===== config.mk =====
export PLATFORM = sky130hd
export DESIGN_NAME = cpu_mem_arbiter
export DESIGN_NICKNAME = d
export VERILOG_FILES = /design/src/rtl/cpu_mem_arbiter.sv
export SDC_FILE = /design/constraint.sdc
export NUM_CORES = 1
export LEC_CHECK = 0
export CORE_AREA = 2 2 107 109
export DETAILED_ROUTE_END_ITERATION = 6
export DIE_AREA = 0 0 109 111
export PLACE_DENSITY = 0.69
export SLEW_MARGIN = 20
export SYNTH_ARGS = -nofsm -noshare
export SYNTH_HDL_FRONTEND = slang
export SYNTH_SLANG_ARGS = --single-unit

===== constraint.sdc =====
create_clock -name clk_i -period 2.4 [get_ports clk_i]
set_clock_uncertainty 0.15 [all_clocks]
set_input_delay 0.24 -clock clk_i [delete_from_list [all_inputs] [get_ports clk_i]]
set_output_delay 0.24 -clock clk_i [all_outputs]
set_load 0.1 [all_outputs]

===== src/rtl/cpu_mem_arbiter.sv =====
// Shares one synchronous-read memory port between instruction fetch (IF) and memory access (MA).
// MA has fixed priority. A starvation counter forces an IF grant after STARVE_LIMIT back-to-back MA wins.
module cpu_mem_arbiter #(
  parameter int ADDR_WIDTH   = 32,
  parameter int DATA_WIDTH   = 32,
  parameter int STARVE_LIMIT = 4
) (
  input  logic                    clk_i,
  input  logic                    reset_i,

  input  logic                    if_req_i,
  input  logic [ADDR_WIDTH-1:0]   if_addr_i,
  input  logic                    if_flush_i,
  output logic                    if_gnt_o,
  output logic                    if_rvalid_o,
  output logic [DATA_WIDTH-1:0]   if_rdata_o,

  input  logic                    ma_req_i,
  input  logic                    ma_we_i,
  input  logic [DATA_WIDTH/8-1:0] ma_be_i,
  input  logic [ADDR_WIDTH-1:0]   ma_addr_i,
  input  logic [DATA_WIDTH-1:0]   ma_wdata_i,
  output logic                    ma_gnt_o,
  output logic                    ma_rvalid_o,
  output logic [DATA_WIDTH-1:0]   ma_rdata_o,

  output logic [ADDR_WIDTH-1:0]   mem_addr_o,
  output logic [DATA_WIDTH/8-1:0] mem_we_o,
  output logic [DATA_WIDTH-1:0]   mem_wdata_o,
  input  logic [DATA_WIDTH-1:0]   mem_rdata_i
);

  localparam int         BE_W       = DATA_WIDTH / 8;
  localparam logic [3:0] STARVE_MAX = 4'(STARVE_LIMIT);

  // Which requester owns the read data returning from memory this cycle.
  typedef enum logic [1:0] {
    RESP_NONE = 2'd0,
    RESP_IF   = 2'd1,
    RESP_MA   = 2'd2
  } resp_e;

  resp_e                 resp_q, resp_d;
  logic [3:0]            starve_q, starve_d;
  logic [ADDR_WIDTH-1:0] addr_q, addr_d;

  logic if_gnt, ma_gnt;

  // NOTE: every combinational output gets a default first so no path can infer a latch.
  always_comb begin
    if_gnt = 1'b0;
    ma_gnt = 1'b0;
    if (!reset_i) begin
      if (if_req_i && (!ma_req_i || starve_q == STARVE_MAX)) begin
        if_gnt = 1'b1;
      end else if (ma_req_i) begin
        ma_gnt = 1'b1;
      end
    end
  end

  // NOTE: state registers use non-blocking assignments so all flops update together at the edge.
  always_ff @(posedge clk_i or posedge reset_i) begin
    if (reset_i) begin
      resp_q   <= RESP_NONE;
      starve_q <= 4'd0;
      addr_q   <= '0;
    end else begin
      resp_q   <= resp_d;
      starve_q <= starve_d;
      addr_q   <= addr_d;
    end
  end

  // Next-state logic.
  always_comb begin
    resp_d   = RESP_NONE;
    starve_d = starve_q;
    addr_d   = addr_q;

    if (if_gnt) begin
      resp_d = RESP_IF;
      addr_d = if_addr_i;
    end else if (ma_gnt) begin
      resp_d = ma_we_i ? RESP_NONE : RESP_MA;
      addr_d = ma_addr_i;
    end

    // The counter only measures IF waiting behind MA; any IF grant or idle IF clears it.
    if (!if_req_i || if_gnt) begin
      starve_d = 4'd0;
    end else if (ma_gnt && starve_q != STARVE_MAX) begin
      starve_d = starve_q + 4'd1;
    end
  end

  // Outputs: the memory port in the grant cycle, and response routing one cycle later.
  always_comb begin
    if_gnt_o    = if_gnt;
    ma_gnt_o    = ma_gnt;
    mem_addr_o  = addr_q;
    mem_we_o    = '0;
    mem_wdata_o = '0;
    if_rvalid_o = 1'b0;
    if_rdata_o  = '0;
    ma_rvalid_o = 1'b0;
    ma_rdata_o  = '0;

    if (if_gnt) begin
      mem_addr_o = if_addr_i;
    end else if (ma_gnt) begin
      mem_addr_o  = ma_addr_i;
      mem_we_o    = ma_we_i ? ma_be_i : {BE_W{1'b0}};
      mem_wdata_o = ma_wdata_i;
    end

    // A flush in the response cycle kills only the fetch response.
    if (resp_q == RESP_IF && !if_flush_i) begin
      if_rvalid_o = 1'b1;
      if_rdata_o  = mem_rdata_i;
    end
    if (resp_q == RESP_MA) begin
      ma_rvalid_o = 1'b1;
      ma_rdata_o  = mem_rdata_i;
    end
  end

endmodule


==> impl_summary.txt <==
----------------------------------------------------
[Clock tree]
  Library cell used as clock root buffer ... sky130_fd_sc_hd__clkbuf_16
  TritonCTS clock tree ... done
  CTS buffer count ... 5
  CTS Hold Bufs ... 0
  Clock Sinks ... 38
  Bufs on Longest Clock Path ... 2
  Clock input transition at the sequential cells of the worst setup and hold paths ... 60 ps
  Number of H-tree branching levels ... 2
  Clock insertion delay at the later pin of the skew report ... 280 ps

[Floorplanning]
  Number of I/O pins ... 274
  Starting density of the core ... 23.5%
  Die area ... 12,100 sq um
  Chip Width ... 109 microns
  Floorplan die height ... 111 microns
  Total core area ... 11,100 sq um
  Standard-cell rows ... 39

[Drt]
  Detailed-route vias per instance ... 4.59
  First-pass iteration count of the detailed router ... 4
  1st-iter DRT viols ... 132
  Final WL ... 13,900 microns
  Overall via count from detail_route ... 3,445
  Routed length per instance ... 18.5 microns
  Remaining antenna violation count after routing ... 0
  # DRC ... 0

[Timing]
  Max Fclk ... 408 MHz
  Setup WS post-layout ... -50.8 ps
  Period utilisation layout ... 102%
  Slew at the pin with the worst max-slew slack ... 658 ps
  Minimum hold slack ... 126 ps
  Remaining max-slew budget at the tightest pin ... 56.2%
  Summed negative setup slack over all endpoints ... -227 ps
  Final hold violations ... 0
  Max-slew violation count ... 0
  Setup violators final ... 28
  Unrepaired setup endpoints after global routing ... yes
  Minimum period implied by the final worst setup slack ... 2450 ps

[Placement]
  Number of buffers inserted by port buffering ... 273
  Post-detailed-placement half-perimeter wirelength ... 10,300 microns
  Global placer's final weighted congestion ... 0.789

[Worst setup path]
  Maximum fanout encountered on the critical timing path ... 23
  Critical Setup Path Class ... reg2out
  Number of buffers and inverters on the critical path ... 4
  Worst Setup Start Kind ... flip-flop
  Required time reported for the critical path endpoint ... 2010 ps
  Kind of capture point of the worst setup path ... output port
  Data arrival time of the critical path ... 2060 ps
  Delay of the slowest cell on the worst path ... 390 ps
  Top cell by count, worst path ... sky130_fd_sc_hd__buf_12
  Top delay family on crit path ... buffers and inverters
  CP Cell Sequence ... inv_2 > ha_4 > and2b_2 > buf_4 > nand4_4 > buf_12 > a31oi_1 > a21o_1 > buf_12
  Slowest cell on crit path ... sky130_fd_sc_hd__dfrtp_1

[Synth]
  Post-synthesis area per instance ... 8.28 sq um
  Cell taking the most area after synthesis ... sky130_fd_sc_hd__dfrtp_1
  Sequential fraction of the synthesis area ... 36.6%
  Netlist area before placement ... 2600 sq um
  Area contributors post-synth ... sky130_fd_sc_hd__dfrtp_1 37%, sky130_fd_sc_hd__and2_1 23%, sky130_fd_sc_hd__nand2_1 9.5%
  Share of the synthesized area in the top cell type ... 36.6%
  Count of distinct cell types in the synthesized netlist ... 29
  #FFs+latches synth ... 38
  Gate count after technology mapping ... 314
  Number of synthesis warnings ... 0
  Post-Synthesis Net Count ... 454

[Hold path]
  Class of the tightest hold or removal check ... in2async

[Layout]
  Synth-to-layout area growth ... 192%
  Number of nets at the end of the flow ... 747
  N_diodes ... 0
  Share of post-route cells with drive strength above 1 ... 42.3%

[GRT]
  Number of antenna violations at the first check in global routing ... 0
  Number of global-route vias before repair ... 3,518
  All-Layer GR Usage ... 22.0%
  First-pass GRT wire length ... 20,100 microns
  Aggregate global routing overflow ... 0
  Pin count of the biggest net entering global routing ... 41

[Outcome]
  Run status ... complete, but fails checks
  Violated checks ... setup timing

[Flow run]
  Max Cap Viol ... 0

[Power and ir drop]
  VDD IR max ... 0.000494 V
  Leak pwr ... 3.33 nW
  Power density relative to cell area ... 473 nW/um^2

----------------------------------------------------
-- Yosys cell counts --
| library cell | n |
|---|---|
| sky130_fd_sc_hd__dfrtp_1 | 38 |
| sky130_fd_sc_hd__mux2i_1 | 1 |
| sky130_fd_sc_hd__a21oi_2 | 1 |
| sky130_fd_sc_hd__a31oi_2 | 1 |
| sky130_fd_sc_hd__nand3_1 | 2 |
| sky130_fd_sc_hd__a21boi_0 | 3 |
| sky130_fd_sc_hd__nand2b_1 | 2 |
| sky130_fd_sc_hd__nand4_1 | 1 |
| sky130_fd_sc_hd__nand3b_1 | 2 |
| sky130_fd_sc_hd__buf_6 | 5 |
| sky130_fd_sc_hd__clkbuf_1 | 6 |
| sky130_fd_sc_hd__and2b_1 | 1 |
| sky130_fd_sc_hd__nor2b_2 | 1 |
| sky130_fd_sc_hd__and3_1 | 4 |
| sky130_fd_sc_hd__o21ai_2 | 1 |
| sky130_fd_sc_hd__o21ai_0 | 1 |
| sky130_fd_sc_hd__a21o_1 | 23 |
| sky130_fd_sc_hd__nor2_1 | 1 |
| sky130_fd_sc_hd__inv_1 | 3 |
| sky130_fd_sc_hd__a22oi_1 | 9 |
| sky130_fd_sc_hd__nand4_4 | 1 |
| sky130_fd_sc_hd__buf_4 | 5 |
| sky130_fd_sc_hd__buf_2 | 9 |
| sky130_fd_sc_hd__a31oi_1 | 23 |
| sky130_fd_sc_hd__nor2b_1 | 2 |
| sky130_fd_sc_hd__nand2_1 | 66 |
| sky130_fd_sc_hd__ha_1 | 2 |
| sky130_fd_sc_hd__nor3b_1 | 3 |
| sky130_fd_sc_hd__and2_1 | 97 |
-- timing repair --
action                                  CTS  global route
endpoints found under the setup margin   68            68
gates cloned                              3             4
pin swaps                                 3            24
buffers inserted                          7            14
gates resized for setup                  11            49
-- final timing paths --
kind,cells after the start,slack (ps),startpoint,endpoint
worst max-delay path,9,-50,starve_q[0],mem_addr_o[1]
min in group clk_i,3,230,reset_i,starve_q[1]
worst min register to register,2,370,addr_q[20],addr_q[20]
worst min-delay path,3,130,reset_i,starve_q[3]
max in group asynchronous,3,1600,reset_i,addr_q[22]
worst max register to register,9,440,starve_q[0],addr_q[1]
-- worst reg2reg max path, stage by stage (launching register included) --
cell,delay [ps]
sky130_fd_sc_hd__dfrtp_1,390
sky130_fd_sc_hd__inv_2,90
sky130_fd_sc_hd__ha_4,140
sky130_fd_sc_hd__nand3b_1,140
sky130_fd_sc_hd__a21oi_4,250
sky130_fd_sc_hd__buf_4,170
sky130_fd_sc_hd__buf_16,130
sky130_fd_sc_hd__a31oi_1,50
sky130_fd_sc_hd__a21o_1,210
sky130_fd_sc_hd__buf_4,140
-- report_power, final --
part / internal, mW / leakage (nW) / switching [mW]
Clock: 0.412 / 0.0739 / 0.266
Sequential: 0.717 / 0.478 / 0.0256
Combinational: 0.883 / 2.78 / 1.28
-- state kept, by name, summed over array words and instances, names as in the netlist --
name      cells
addr_q       32
resp_q        2
starve_q      4
-- cells in the final DEF (no fill, tap or decap), drive strengths merged, types with 2 or more instances in the layout --
| master | netlist | layout |
|---|---|---|
| and2 | 97 | 97 |
| nor3b | 3 | 3 |
| nand4 | 2 | 2 |
| nand2 | 66 | 66 |
| clkbuf | 6 | 10 |
| buf | 19 | 171 |
| nor2b | 3 | 3 |
| ha | 2 | 2 |
| a21o | 23 | 23 |
| a22oi | 9 | 9 |
| nand3b | 2 | 2 |
| clkdlybuf4s50 | 0 | 136 |
| a21boi | 3 | 3 |
| dfrtp | 38 | 38 |
| nand3 | 2 | 2 |
| nand2b | 2 | 2 |
| inv | 3 | 2 |
| a31oi | 24 | 24 |
| and3 | 4 | 4 |
| o21ai | 2 | 2 |
-- through the flow --
step                worst slack, ps  utilization (%)  cells  total power [mW]  area, sq um
global placement               91.1             62.7    716              2.78         6950
CTS                           -2.77             65.7    734              3.52         7280
global route                   -123             68.5    751              3.70         7590
detailed placement             25.9             62.7    716              2.80         6950
floorplan                      -135                -    314              1.92         2680
finish                        -50.8             68.5    751              3.59         7590
-- metal layers --
layer	track usage, %	vias to the layer above	share of wire, %	routed length, microns
met2	41.0	163	55	7630
met3	7.41	17	10	1400
li1	-	1630	-	-
met5	0	-	0	0
met4	6.24	0	2.0	274
met1	22.8	1635	33	4570
-- final cells by class --
class	instances	area, sq um
Timing Repair Buffer	311	4600
Fill cell	829	3480
Multi-Input combinational cell	248	1700
Sequential cell	38	951
Tap cell	143	179
Clock buffer	7	143
Inverter	3	15.0
Clock inverter	1	5.00
-- kinds of logic (layout without fill, tap and decap cells) --
logic type	after synthesis	count (layout)	share of synthesized area, %
and+or+nand+nor	183	183	38.5
AOI/OAI and AO/OA	62	62	17.0
DFF	38	38	36.6
buffers and inverters	28	322	6.64
adders and majority gates	2	2	0.962
muxes	1	1	0.385
Power figures use the tool's default switching activity.
